$ cat src/rtl/mem_access_ctrl.sv
// mem_access_ctrl: sequences manual writes and a fill/verify self-test for a synchronous memory.
// Reads are pipelined: mem_dout for an address is compared two edges after that address is registered.
module mem_access_ctrl #(
   parameter int ADDR_W = 12,
   parameter int DATA_W = 4
) (
   input  logic              clk,
   input  logic              reset_n,
   input  logic              wr_pulse,
   input  logic              fill_start,
   input  logic              auto_inc,
   input  logic [ADDR_W-1:0] sw_addr,
   input  logic [DATA_W-1:0] sw_data,
   input  logic [DATA_W-1:0] mem_dout,
   output logic              mem_we,
   output logic [ADDR_W-1:0] mem_addr,
   output logic [DATA_W-1:0] mem_din,
   output logic              busy,
   output logic              done,
   output logic              err_flag,
   output logic [ADDR_W:0]   err_count,
   output logic [ADDR_W-1:0] first_err_addr
);
   localparam logic [2:0] S_IDLE = 3'd0;
   localparam logic [2:0] S_FILL = 3'd1;
   localparam logic [2:0] S_VERIFY = 3'd2;
   localparam logic [2:0] S_DRAIN = 3'd3;
   localparam logic [2:0] S_DONE = 3'd4;
   localparam logic [ADDR_W-1:0] A_ONE = 1;
   localparam logic [ADDR_W-1:0] A_LAST = '1;
   localparam logic [ADDR_W:0] C_ONE = 1;
   localparam logic [ADDR_W:0] C_MAX = '1;

   logic [2:0]        r_state;
   logic [ADDR_W-1:0] r_ptr, r_cnt, r_tag, r_mem_addr, r_first;
   logic [DATA_W-1:0] r_seed, r_mem_din;
   logic              r_rd, r_cmp_v, r_mem_we, r_busy, r_done, r_err_flag;
   logic [ADDR_W:0]   r_err_count;
   logic              w_mis;

   assign w_mis = r_cmp_v && (mem_dout != (DATA_W'(r_tag) ^ r_seed));

   always_ff @(posedge clk or negedge reset_n) begin
      if (!reset_n) begin
         r_state     <= S_IDLE;
         r_ptr       <= '0;
         r_cnt       <= '0;
         r_tag       <= '0;
         r_seed      <= '0;
         r_rd        <= 1'b0;
         r_cmp_v     <= 1'b0;
         r_mem_we    <= 1'b0;
         r_mem_addr  <= '0;
         r_mem_din   <= '0;
         r_busy      <= 1'b0;
         r_done      <= 1'b0;
         r_err_flag  <= 1'b0;
         r_err_count <= '0;
         r_first     <= '0;
      end else begin
         r_done  <= 1'b0;
         r_rd    <= 1'b0;
         r_cmp_v <= r_rd;
         r_tag   <= r_mem_addr;
         if (w_mis) begin
            r_err_count <= (r_err_count == C_MAX) ? r_err_count : r_err_count + C_ONE;
            if (!r_err_flag) begin
               r_err_flag <= 1'b1;
               r_first    <= r_tag;
            end
         end
         case (r_state)
            S_IDLE: begin
               r_mem_we   <= wr_pulse && !fill_start;
               r_mem_addr <= r_ptr;
               r_mem_din  <= (wr_pulse && !fill_start) ? sw_data : r_mem_din;
               r_ptr      <= auto_inc ? r_ptr + ((wr_pulse && !fill_start) ? A_ONE : '0) : sw_addr;
               if (fill_start) begin
                  r_seed      <= sw_data;
                  r_cnt       <= '0;
                  r_busy      <= 1'b1;
                  r_err_flag  <= 1'b0;
                  r_err_count <= '0;
                  r_first     <= '0;
                  r_state     <= S_FILL;
               end
            end
            S_FILL: begin
               r_mem_we   <= 1'b1;
               r_mem_addr <= r_cnt;
               r_mem_din  <= DATA_W'(r_cnt) ^ r_seed;
               r_cnt      <= r_cnt + A_ONE;
               r_state    <= (r_cnt == A_LAST) ? S_VERIFY : S_FILL;
            end
            S_VERIFY: begin
               r_mem_we   <= 1'b0;
               r_mem_addr <= r_cnt;
               r_rd       <= 1'b1;
               r_cnt      <= r_cnt + A_ONE;
               r_state    <= (r_cnt == A_LAST) ? S_DRAIN : S_VERIFY;
            end
            S_DRAIN: r_state <= S_DONE;
            S_DONE: begin
               r_done  <= 1'b1;
               r_busy  <= 1'b0;
               r_state <= S_IDLE;
            end
            default: r_state <= S_IDLE;
         endcase
      end
   end

   assign mem_we         = r_mem_we;
   assign mem_addr       = r_mem_addr;
   assign mem_din        = r_mem_din;
   assign busy           = r_busy;
   assign done           = r_done;
   assign err_flag       = r_err_flag;
   assign err_count      = r_err_count;
   assign first_err_addr = r_first;
endmodule

$ cat config.mk
export PLATFORM = sky130hd
export DESIGN_NAME = mem_access_ctrl
export DESIGN_NICKNAME = d
export VERILOG_FILES = /design/src/rtl/mem_access_ctrl.sv
export SDC_FILE = /design/constraint.sdc
export NUM_CORES = 1
export LEC_CHECK = 0
export CORE_MARGIN = 2
export CORE_UTILIZATION = 25
export DETAILED_ROUTE_END_ITERATION = 8
export SLEW_MARGIN = 20
export SYNTH_ARGS = -nofsm -noshare
export SYNTH_HDL_FRONTEND = slang
export SYNTH_SLANG_ARGS = --single-unit
export TNS_END_PERCENT = 30
$ cat constraint.sdc
create_clock -name clk -period 2.4 [get_ports clk]
set_clock_uncertainty 0.15 [all_clocks]
set_input_delay 0.6 -clock clk [delete_from_list [all_inputs] [get_ports clk]]
set_output_delay 0.6 -clock clk [all_outputs]
set_load 0.03 [all_outputs]
# Yosys cells after proc, flatten, opt, wreduce, memory -nomap -nowiden
# Index checks and enable logic that the tools add are counted.
# W data, S select, Z words.
# word_totals
out_inout_bits	45
regBits	90
# classes
addsub	3
n_bitwise	2
n_mux	27
n_eq_ne	9
n_reduce_logical	13
# op_table
cell	count
$mux W12	6
$mux W13	4
$pmux W12 S2	2
$add A13 B1 Y13 const B	1
$eq A13 B13 Y1 const B	1
$add A12 B1 Y12	1
$add A12 B1 Y12 const B	1
$eq A12 B12 Y1 const B	1
$pmux W3 S4	1
$mux W1	8
$pmux W4 S2	1
$reduce_and A2 Y1	4
$xor A4 B4 Y4	2
$eq A3 B2 Y1 const B	2
$reduce_bool A2 Y1	3
$mux W4	1
$ne A2 B2 Y1 const B	2
$ne A4 B4 Y1	1
$eq A3 B1 Y1 const B	1
$eq A3 B3 Y1 const B	1
$logic_not A3 Y1	1
$mux W3	1
$pmux W1 S3	1
$reduce_bool A3 Y1	1
other kinds (5)	6

# Depth between registers and ports, before layout
# Gate-level depths: netlist of the first run.
# depth
ltp_word	6
ltp_mapped	8
mapped_depth_nobuf	7

# Worst setup path after synthesis of the first run
# OpenSTA, ideal clock, no wires.
# synth_path
path_type	reg-to-reg
from	reg r_state[0]
to	reg r_cnt[9]
setup_slack_ps	315
synth_period_minus_slack_ps	2085
setup_time_ps	78
t_required_ps	2172
path_stages_with_launch	7
arrival_ps	1857
path_cell_list	dfrtp_1 > buf_6 > and2_4 > or4_1 > buf_2 > or4_1 > a21oi_1
# synth_via
elab_chain_len	4
word_cells_on_any_way	8
cone_classes	eq/ne (3); mux (1); reduce/logical (4)
# synth_lines
item	line_no	source
start: declaration	34	logic [2:0] r_state;
start signal: assignment	93	r_state <= (r_cnt == A_LAST) ? S_VERIFY : S_FILL;
start signal: assignment	100	r_state <= (r_cnt == A_LAST) ? S_DRAIN : S_VERIFY;
$eq A3 B2 Y1 or $eq A3 B1 Y1 (tied branches)	72	case (r_state)
$reduce_or A2 Y1 (no line)	n/a	
$reduce_bool A2 Y1 (no line)	n/a	
$reduce_and A2 Y1 (no line)	n/a	
end signal: assignment	92	r_cnt <= r_cnt + A_ONE;
end signal: assignment	99	r_cnt <= r_cnt + A_ONE;
end: declaration	35	logic [ADDR_W-1:0] r_ptr, r_cnt, r_tag, r_mem_addr, r_first;
# Parallel ways exist; a longest one is shown, timed or not.
# A chain may end at the register's enable or synchronous reset.

# Worst setup path in the final report of the first run
# layout_path
from	reg r_err_count[4] (netlist: err_count[4])
to	out err_count[4]
# layout_lines
item	line_no	source
start: declaration	38	logic [ADDR_W:0] r_err_count;
start signal: assignment	66	r_err_count <= (r_err_count == C_MAX) ? r_err_count : r_err_count + C_ONE;
end: declaration	21	output logic [ADDR_W:0] err_count,
# No word-level cell between the ends.

==> results of run 1 <==
## final timing paths
check | start | to | slack [ns]
max in group asynchronous | reset_n | r_tag[6] | 1.43
worst max-delay path | err_count[4] | err_count[4] | 0.13
min in group clk | r_rd | r_cmp_v | 0.20
worst min-delay path | reset_n | err_count[7] | 0.01
worst min register to register | r_rd | r_cmp_v | 0.20
worst max register to register | r_seed[3] | err_count[5] | 0.27
## where the power goes
part | leakage, nW | internal [mW] | total (mW) | switching (mW)
combinational | 1.13 | 0.566 | 1.14 | 0.572
clock | 0.153 | 0.912 | 1.50 | 0.585
sequential | 1.13 | 1.78 | 2.07 | 0.295
total | 2.42 | 3.26 | 4.71 | 1.45
## cell type report
class,instances,share of cell area
clock inverter,5,0.01405
tap,220,0.04907
timing repair buffer,90,0.1579
multi-input combinational,305,0.3306
sequential,90,0.4015
clock buffer,11,0.04149
inverter,8,0.005354
## cell families after synthesis
| group | Yosys count | share of synthesized area |
|---|---|---|
| buffers and inverters | 37 | 0.03595 |
| AND/OR/NAND/NOR | 182 | 0.2177 |
| multiplexers | 10 | 0.02357 |
| adder cells (fa/ha/maj) | 4 | 0.01179 |
| flip-flops | 90 | 0.5303 |
| XOR/XNOR | 10 | 0.03359 |
| AO/OA/AOI/OAI | 99 | 0.1470 |
## layer usage
metal  track usage  wire, um  share of wire
met4       0.03684       123          0.011
met2        0.2086      5398           0.49
met1        0.1593      4869           0.45
met5             0         0              0
met3       0.03666       549          0.050
## cells in the final DEF (no fill, tap or decap), types with 2 or more instances in the layout
cell type,instances
nor4_1,3
o31ai_1,10
and2_1,3
bufinv_16,2
or3_1,4
nand2_1,70
and4_1,5
clkinv_2,2
a22oi_1,11
dfrtp_1,90
nand3b_1,2
o21ai_0,29
clkbuf_1,2
or3b_2,2
a41oi_1,2
or4_1,7
ha_1,4
nand2b_1,2
o22ai_1,4
clkdlybuf4s50_1,67
a2bb2oi_1,5
nand3_1,28
xnor3_1,4
buf_12,3
nand4_1,13
nor3_1,4
nor2_1,16
buf_4,19
clkbuf_16,9
a21oi_1,27
mux2i_1,10
and3_1,5
or3_2,2
or2_2,8
a221o_1,5
inv_1,8
nor3_2,2
xnor2_1,6
## through the flow
step | instances | power, mW | hold slack (ns) | util
finish | 729 | 4.708 | 0.01348 | 0.3382
detailed placement | 713 | 3.248 | 0.1934 | 0.3185
floorplan | 432 | 2.700 | 0.1544 | -
CTS | 729 | 4.746 | 0.01744 | 0.3373
global route | 729 | 4.942 | 0.03161 | 0.3382
global placement | 713 | 3.217 | 0.1869 | 0.3185
## flip-flops by register name (all words and copies together), names as in the netlist
name	count
r_ptr	12
r_seed	4
r_rd	1
err_count	13
r_tag	12
r_state	3
busy	1
mem_din	4
mem_addr	12
done	1
mem_we	1
r_cnt	12
first_err_addr	12
err_flag	1
r_cmp_v	1
==> flow_metrics.py, run 1 <==
metrics = {
    "floorplanning": {
        "die-area_um2": 18040,
        "core_area_um2": 16580,
        "rows": 47,
        "start_util": 0.2561,
        "die-width_um": 134.3,
        "dieHeight_um": 134.3,
        "pin_count": 70,
    },
    "critical_path": {
        "arrival_ns": 1.52,
        "end_kind": "primary output",
        "crit_type": "register to primary output",
        "crit_required_ns": 1.65,
        "slowest_delay_ns": 0.73,
        "worstPathCellList": "clkdlybuf4s50_1",
        "crit_family": "buffers and inverters",
        "critical_path_depth": 1,
        "ff2ff_path_depth": 4,
        "crit_path_max_fanout": 8,
        "cp_slowest_cell": "clkdlybuf4s50_1",
        "crit_buf_inv": 1,
        "startpoint_type": "register",
    },
    "sta": {
        "finalCriticalPeriod_ns": 2.273,
        "post-route-period-util": 0.9473,
        "tightest_slew_ns": 0.6416,
        "drv_slew": 0,
        "hold_viol_final": 0,
        "setup_ws_ns": 0.1265,
        "fmax_mhz": 439.9,
        "rsz0062_at_grt": "false",
        "finalSetupTns_ns": 0,
        "relSlewSlack": 0.5700,
        "setup_violations": 0,
    },
    "clock_network": {
        "clk_pin_slew_ns": 0.06,
        "clockRootBuffer": "clkbuf_16",
        "cts_tree": "yes",
        "ctsHoldBuffers": 0,
        "insertion_delay_ns": 0.34,
        "cts_buffers": 9,
        "htree_levels": 3,
        "postCtsSetupBuffers": 0,
        "clockBufferDepth": 2,
        "cts_sinks": 90,
        "ctsResizeCount": 0,
    },
    "synthesis": {
        "synth_flop_cell": "dfrtp_1",
        "ys_ff_latch": 90,
        "synth_common_cells": "dfrtp_1, nand2_1, o21ai_0",
        "yosysMostFrequentCell": "dfrtp_1",
        "ys_seq_area_frac": 0.5303,
        "synth_nets": 461,
        "netlist_instances": 432,
        "async_reset_ff_frac": 1.000,
        "synth_top_cell_by_area": "dfrtp_1",
        "synth_area_leaders": "dfrtp_1, nand2_1, o21ai_0",
        "synth-edff-count": 0,
        "synthDominantCellAreaShare": 0.5303,
        "postSynthAreaPerCell_um2": 9.830,
        "netlist_area_um2": 4247,
        "ys_warn_count": 0,
        "yosys.cell_types.count": 46,
    },
    "cells_and_area": {
        "fillers": 1699,
        "fin_nets": 533,
        "drive_gt1_frac": 0.1061,
        "final-seq-area_um2": 2252,
        "diodes": 0,
        "areaGrowthSynthToFinish_pct": 32.09,
        "multi_input_area_um2": 1854,
        "stdcell_area_um2": 5609,
    },
    "detailed_routing": {
        "first_pass_iters": 4,
        "ant_nets": 0,
        "avgRoutedWirePerCell_um": 15.01,
        "viasPerCell": 4.829,
        "num_vias": 3520,
        "wl_um": 10940,
        "drt_iter0_markers": 284,
        "drc": 0,
    },
    "place": {
        "place_hpwl_um": 7959,
        "globalplace.congestion": 0.8652,
        "place_ws_ns": -0.3507,
        "place_area_um2": 5283,
        "port_buffers": 69,
    },
    "job": {
        "cap_violations": 0,
    },
    "global_route": {
        "grt_antenna_before_repair": 0,
        "grt_usage": 0.1258,
        "grt_max_degree": 66,
        "grt_pass1_wl_um": 17900,
        "grt_pass1_vias": 3478,
        "overflow": 0,
    },
    "power": {
        "ir_drop_mv": 0.3305,
        "leakagePower_nw": 2.416,
        "power.density_nw_per_um2": 839.4,
    },
    "outcome": {
        "status": "finished clean",
    },
    "min_path": {
        "hp-class": "primary input to asynchronous set/reset pin",
    },
}
Note: power is estimated with default switching activity, not from simulation.
==> run 2: changes to the inputs <==
--- a/config.mk
+++ b/config.mk
@@ -7,6 +7,7 @@
 export LEC_CHECK = 0
 export CORE_MARGIN = 2
 export CORE_UTILIZATION = 25
+export CTS_CLUSTER_DIAMETER = 200
 export DETAILED_ROUTE_END_ITERATION = 8
 export SLEW_MARGIN = 20
 export SYNTH_ARGS = -nofsm -noshare
==> results of run 2 <==
The final DEF is identical to that of run 1; final timing and power are the same.
==> RTL change 1: new RTL, settings of run 2 <==
The parameter `DATA_W` goes from 4 to 6.
--- a/src/rtl/mem_access_ctrl.sv
+++ b/src/rtl/mem_access_ctrl.sv
@@ -4,3 +4,3 @@
    parameter int ADDR_W = 12,
-   parameter int DATA_W = 4
+   parameter int DATA_W = 6
 ) (
Interface: changed (resized mem_din, mem_dout and sw_data); port bits go from 70 to 76. No check against the original RTL was run, so the function may have changed too.
==> RTL change 1 against run 2 <==
  * Fmax is 2.9% lower
  * Largest cell class unchanged
  * Area after synthesis is 5.4% higher
  * Synthesized cell count increased by 3.5%
  * Worst setup slack got worse by 0.067 ns
  * Sequential cell count increased by 4
  * Critical path type is now input pin to register
  * Final area rose by 6.6%
  * Largest power group unchanged
  * Worst hold slack got worse by 0.00066 ns
  * Routed wire length increased by 7.4%
  * Clock power down 3%
  * Sequential share of layout area is 0.83 points lower
  * Total power grew 4.5%
  * Critical path depth increased by 7
==> RTL change 1: results (changes against run 2) <==
Run status: finished clean (unchanged)
Largest cells by area after synthesis: dfrtp_1 53%, nand2_1 6.3%, nand3_1 3.5% (was dfrtp_1 53%, nand2_1 6.2%, o21ai_0 3.4%)
IO Port Bufs: 75 (was 69)
Seq/Total Area, Yosys: 0.526 (was 0.530)
XOR/XNOR share of the synthesized area: 0.0615 (was 0.0336)
Number of nets in the layout: 567 (was 533)
Tot GR Track Use: 0.133 (was 0.126)
DPL Wire Length: 8660 um (was 7960 um)
1st-pass router iterations: 5 (was 4)
Crit-path max FO: 2 (was 8)
Critical Path AT: 2.42 ns (was 1.52 ns)
Maximum VDD drop: 0.358 mV (was 0.330 mV)
Starting DRT DRC Count: 344 (was 284)
Slew Limit Headroom: 0.648 (was 0.570)
Clock transition at path regs: 0.07 ns
Global-route wire length before repair: 19400 um (was 17900 um)
Pre-CTS WS: -0.406 ns (was -0.351 ns)
Routed WL per cell: 15.4 um (was 15.0 um)
Synth unique cells: 52 (was 46)
CP max stage delay: 0.46 ns (was 0.73 ns)
Adder-Cell Fraction of Synth Area: 0.0112 (was 0.0118)
Commonest cells in the netlist: 94 x dfrtp_1, 75 x nand2_1, 31 x nand3_1, 31 x o21ai_0, 26 x a21oi_1 (was 90 x dfrtp_1, 70 x nand2_1, 29 x o21ai_0, 28 x nand3_1, 27 x a21oi_1)
Layout cell share with drive strength beyond 1: 0.124 (was 0.106)
Via count: 3656 (was 3520)
Post-DP Area: 0.00563 mm^2 (was 0.00528 mm^2)
Syn_nets: 480 (was 461)
Number of global-route vias before repair: 3643 (was 3478)
RR Startpoint: err_count[0] (was r_seed[3])
Worst Setup SP: wr_pulse (was err_count[4])
Gpl congestion: 0.824 (was 0.865)
Mux contribution to synthesized area: 0.0140 (was 0.0236)
Largest net degree at the start of global routing: 45 (was 66)
Pleak: 2.57 nW (was 2.42 nW)
Synth Area in Compound Gates: 0.136 (was 0.147)
==> RTL change 1: cell count changes after synthesis, sizes merged, moves of 9 or more <==
cell and delta:
o31ai -9, nor2 +9, xor2 +9, buf +9, clkbuf -10
==> RTL change 1: critical path, delay by kind of cell <==
family / cells / cell delay [ns]
compound gates: 1 / 0.29
fa+ha+maj: 1 / 0.14
buf+inv: 1 / 0.46
mux: 1 / 0.28
simple gates: 4 / 0.65
==> RTL change 1: per-layer routing <==
metal / track usage / up-vias / part of all wire
met1: 0.178 / 1760 / 0.46
li1: - / 1771 / -
met3: 0.0368 / 16 / 0.056
met4: 0.0499 / 0 / 0.023
met5: 0 / - / 0
met2: 0.203 / 109 / 0.47
==> RTL change 1: path summary, 6_finish.rpt <==
path	endpoint	cells after the start	slack [ns]
max reg2reg	err_count[11]	6	0.31
min	r_cnt[0]	1	0.01
max	r_ptr[11]	8	0.06
min reg2reg	r_cmp_v	0	0.20
max in group asynchronous	r_tag[7]	2	1.55
min in group clk	r_cmp_v	0	0.20
==> RTL change 1: cell families (layout without fill, tap and decap cells) <==
family / Yosys count / in the layout
DFF: 94 / 94
adders and majority gates: 4 / 4
buffers and inverters: 35 / 127
and+or+nand+nor: 194 / 194
AOI/OAI and AO/OA: 92 / 92
muxes: 6 / 6
xor gates and xnor gates: 22 / 22
==> RTL change 1: layout make-up <==
type,instances,area [um^2]
Fill cell,1758,11400
Multi-Input combinational cell,318,2010
Inverter,7,26.3
Clock buffer,9,225
Clock inverter,7,81.3
Sequential cell,94,2350
Timing Repair Buffer,104,1010
Tap cell,225,282
==> RTL change 1: repair_timing <==
item | 4_1_cts | 5_1_grt
endpoints found under the hold margin | 0 | 0
buffers inserted | 0 | 0
setup endpoints to repair | 2 | 4
resized for setup | 1 | 9
hold buffers | 0 | 0
==> RTL change 1: report_power, final <==
part | internal, W | total [W] | switching, W
clock network | 0.000822 | 0.00146 | 0.000635
registers | 0.00185 | 0.00217 | 0.000318
logic | 0.000632 | 0.00129 | 0.000659
total | 0.00331 | 0.00492 | 0.00161
==> RTL change 1: through the flow <==
step	std cells	hold WS (ns)
after floorplan	447	0.154
after global placement	748	0.189
after detailed placement	748	0.188
after CTS	764	0.0143
after global routing	764	0.0144
final	764	0.0128
==> RTL change 2: new RTL, config.mk and constraints of run 2 <==
Without the edit above. Take the reset off `r_tag` and load it in a clocked block of its own.
--- a/src/rtl/mem_access_ctrl.sv
+++ b/src/rtl/mem_access_ctrl.sv
@@ -47,3 +47,2 @@
          r_cnt       <= '0;
-         r_tag       <= '0;
          r_seed      <= '0;
@@ -63,3 +62,2 @@
          r_cmp_v <= r_rd;
-         r_tag   <= r_mem_addr;
          if (w_mis) begin
@@ -112,2 +110,6 @@
 
+   always_ff @(posedge clk) begin
+      r_tag <= r_mem_addr;
+   end
+
    assign mem_we         = r_mem_we;
Formal check against the unedited RTL: no difference found for any inputs over 10 cycles, from zero or initial values and one cycle with reset_n low; that may be too few to reach the edited logic, so the function may still have changed.
==> RTL change 2 against run 2 <==
  * Final area shrank 1.8%
  * Area after synthesis shrank 1.4%
  * Global-route usage grew 0.14 points
  * Total power shrank 4.4%
  * Via count is essentially flat
  * Synthesized cell count is the same
  * Sequential cell count is the same
  * Routed wire length grew 0.14%
  * Worst hold slack gained 0.071 ns
  * First-iteration DRC count grew 20%
  * Worst setup slack lost 0.055 ns
  * Sequential share of layout area shrank 0.36 points
  * Critical path type is now input pin to register
  * Largest cell class unchanged
==> RTL change 2: results (changes against run 2) <==
DPL Wire Length: 8040 um (was 7960 um)
1st-pass router iterations: 4 (unchanged)
Synth Area in Compound Gates: 0.149 (was 0.147)
Top delay family on crit path: simple AND/OR/NAND/NOR gates (was buffers and inverters)
Slowest CP cell: or4_4 (was clkdlybuf4s50_1)
H-tree Lvls: 3 (unchanged)
XOR/XNOR share of the synthesized area: 0.0341 (was 0.0336)
Critical Path AT: 2.44 ns (was 1.52 ns)
Post-synth ARST share: 0.867 (was 1.00)
Largest cells by area after synthesis: dfrtp_1 47%, nand2_1 6.3%, dfxtp_1 5.7% (was dfrtp_1 53%, nand2_1 6.2%, o21ai_0 3.4%)
Maximum VDD drop: 0.325 mV (was 0.330 mV)
Worst-margin pin slew: 0.655 ns (was 0.642 ns)
Mux contribution to synthesized area: 0.0239 (was 0.0236)
Seq/Total Area, Yosys: 0.524 (was 0.530)
CP max stage delay: 0.55 ns (was 0.73 ns)
Total Wirelength: 11000 um (was 10900 um)
Starting DRT DRC Count: 342 (was 284)
Gpl congestion: 0.877 (was 0.865)
Largest net degree at the start of global routing: 44 (was 66)
Run status: finished clean (unchanged)
Setup Viol. Count Final: 0 (unchanged)
Number of nets in the layout: 534 (was 533)
Synth unique cells: 47 (was 46)
# fillers: 1710 (was 1699)
Global-route wire length before repair: 18000 um (was 17900 um)
Pleak: 2.33 nW (was 2.42 nW)
Layout cell share with drive strength beyond 1: 0.104 (was 0.106)
Adder-Cell Fraction of Synth Area: 0.0120 (was 0.0118)
Commonest cells in the netlist: 78 x dfrtp_1, 70 x nand2_1, 29 x o21ai_0, 28 x nand3_1, 27 x a21oi_1 (was 90 x dfrtp_1, 70 x nand2_1, 29 x o21ai_0, 28 x nand3_1, 27 x a21oi_1)
Drt via density: 4.82 (was 4.83)
Tot GR Track Use: 0.127 (was 0.126)
Initial antenna violation count: 0 (unchanged)
Number of global-route vias before repair: 3517 (was 3478)
Clk Latency, worst-skew pair: 0.33 ns
Pre-CTS WS: -0.366 ns (was -0.351 ns)
RTL change 2: report_power, final:
part	switching, W	internal (W)
clock network	0.000542	0.000730
registers	0.000299	0.00178
logic	0.000579	0.000572
RTL change 2: kinds of logic after synthesis:
logic type,after synthesis
simple gates,182
compound gates,99
flops,90
buf+inv,37
xor+xnor,10
mux,10
fa+ha+maj,4
RTL change 2: path summary, 6_finish.rpt:
path                       startpoint                  to  slack, ns  cells past startpoint
hold / removal                reset_n  first_err_addr[10]       0.08                      1
setup reg to reg           r_state[0]           r_cnt[11]       0.26                      4
hold reg to reg                  r_rd             r_cmp_v       0.20                      0
setup / recovery           fill_start           r_cnt[11]       0.07                      5
max in group asynchronous     reset_n           r_seed[2]       1.40                      2
min in group clk                 r_rd             r_cmp_v       0.20                      0
RTL change 2: area by class of cell:
type,count,share of cell area
clock inverter,2,0.00227
tap,220,0.0500
sequential,90,0.398
inverter,8,0.00545
multi-input combinational,305,0.337
timing repair buffer,91,0.162
clock buffer,14,0.0461
RTL change 2: layer usage:
| metal | vias to the layer above | wire length (um) | track usage |
|---|---|---|---|
| met4 | 0 | 76 | 0.0396 |
| met3 | 6 | 469 | 0.0320 |
| met1 | 1714 | 4840 | 0.159 |
| met5 | - | 0 | 0 |
| met2 | 77 | 5570 | 0.216 |
| li1 | 1721 | - | - |
RTL change 2: stage by stage:
step                TNS (ns)  hold slack [ns]  cells  cell area, um^2  total power [W]
CTS                        0           0.0944    730             5500          0.00455
floorplan                  0            0.154    432             4190          0.00270
global placement       -3.48            0.186    714             5230          0.00323
detailed placement     -5.23            0.195    714             5230          0.00326
finish                     0           0.0843    730             5510          0.00450
global route               0            0.117    730             5510          0.00477
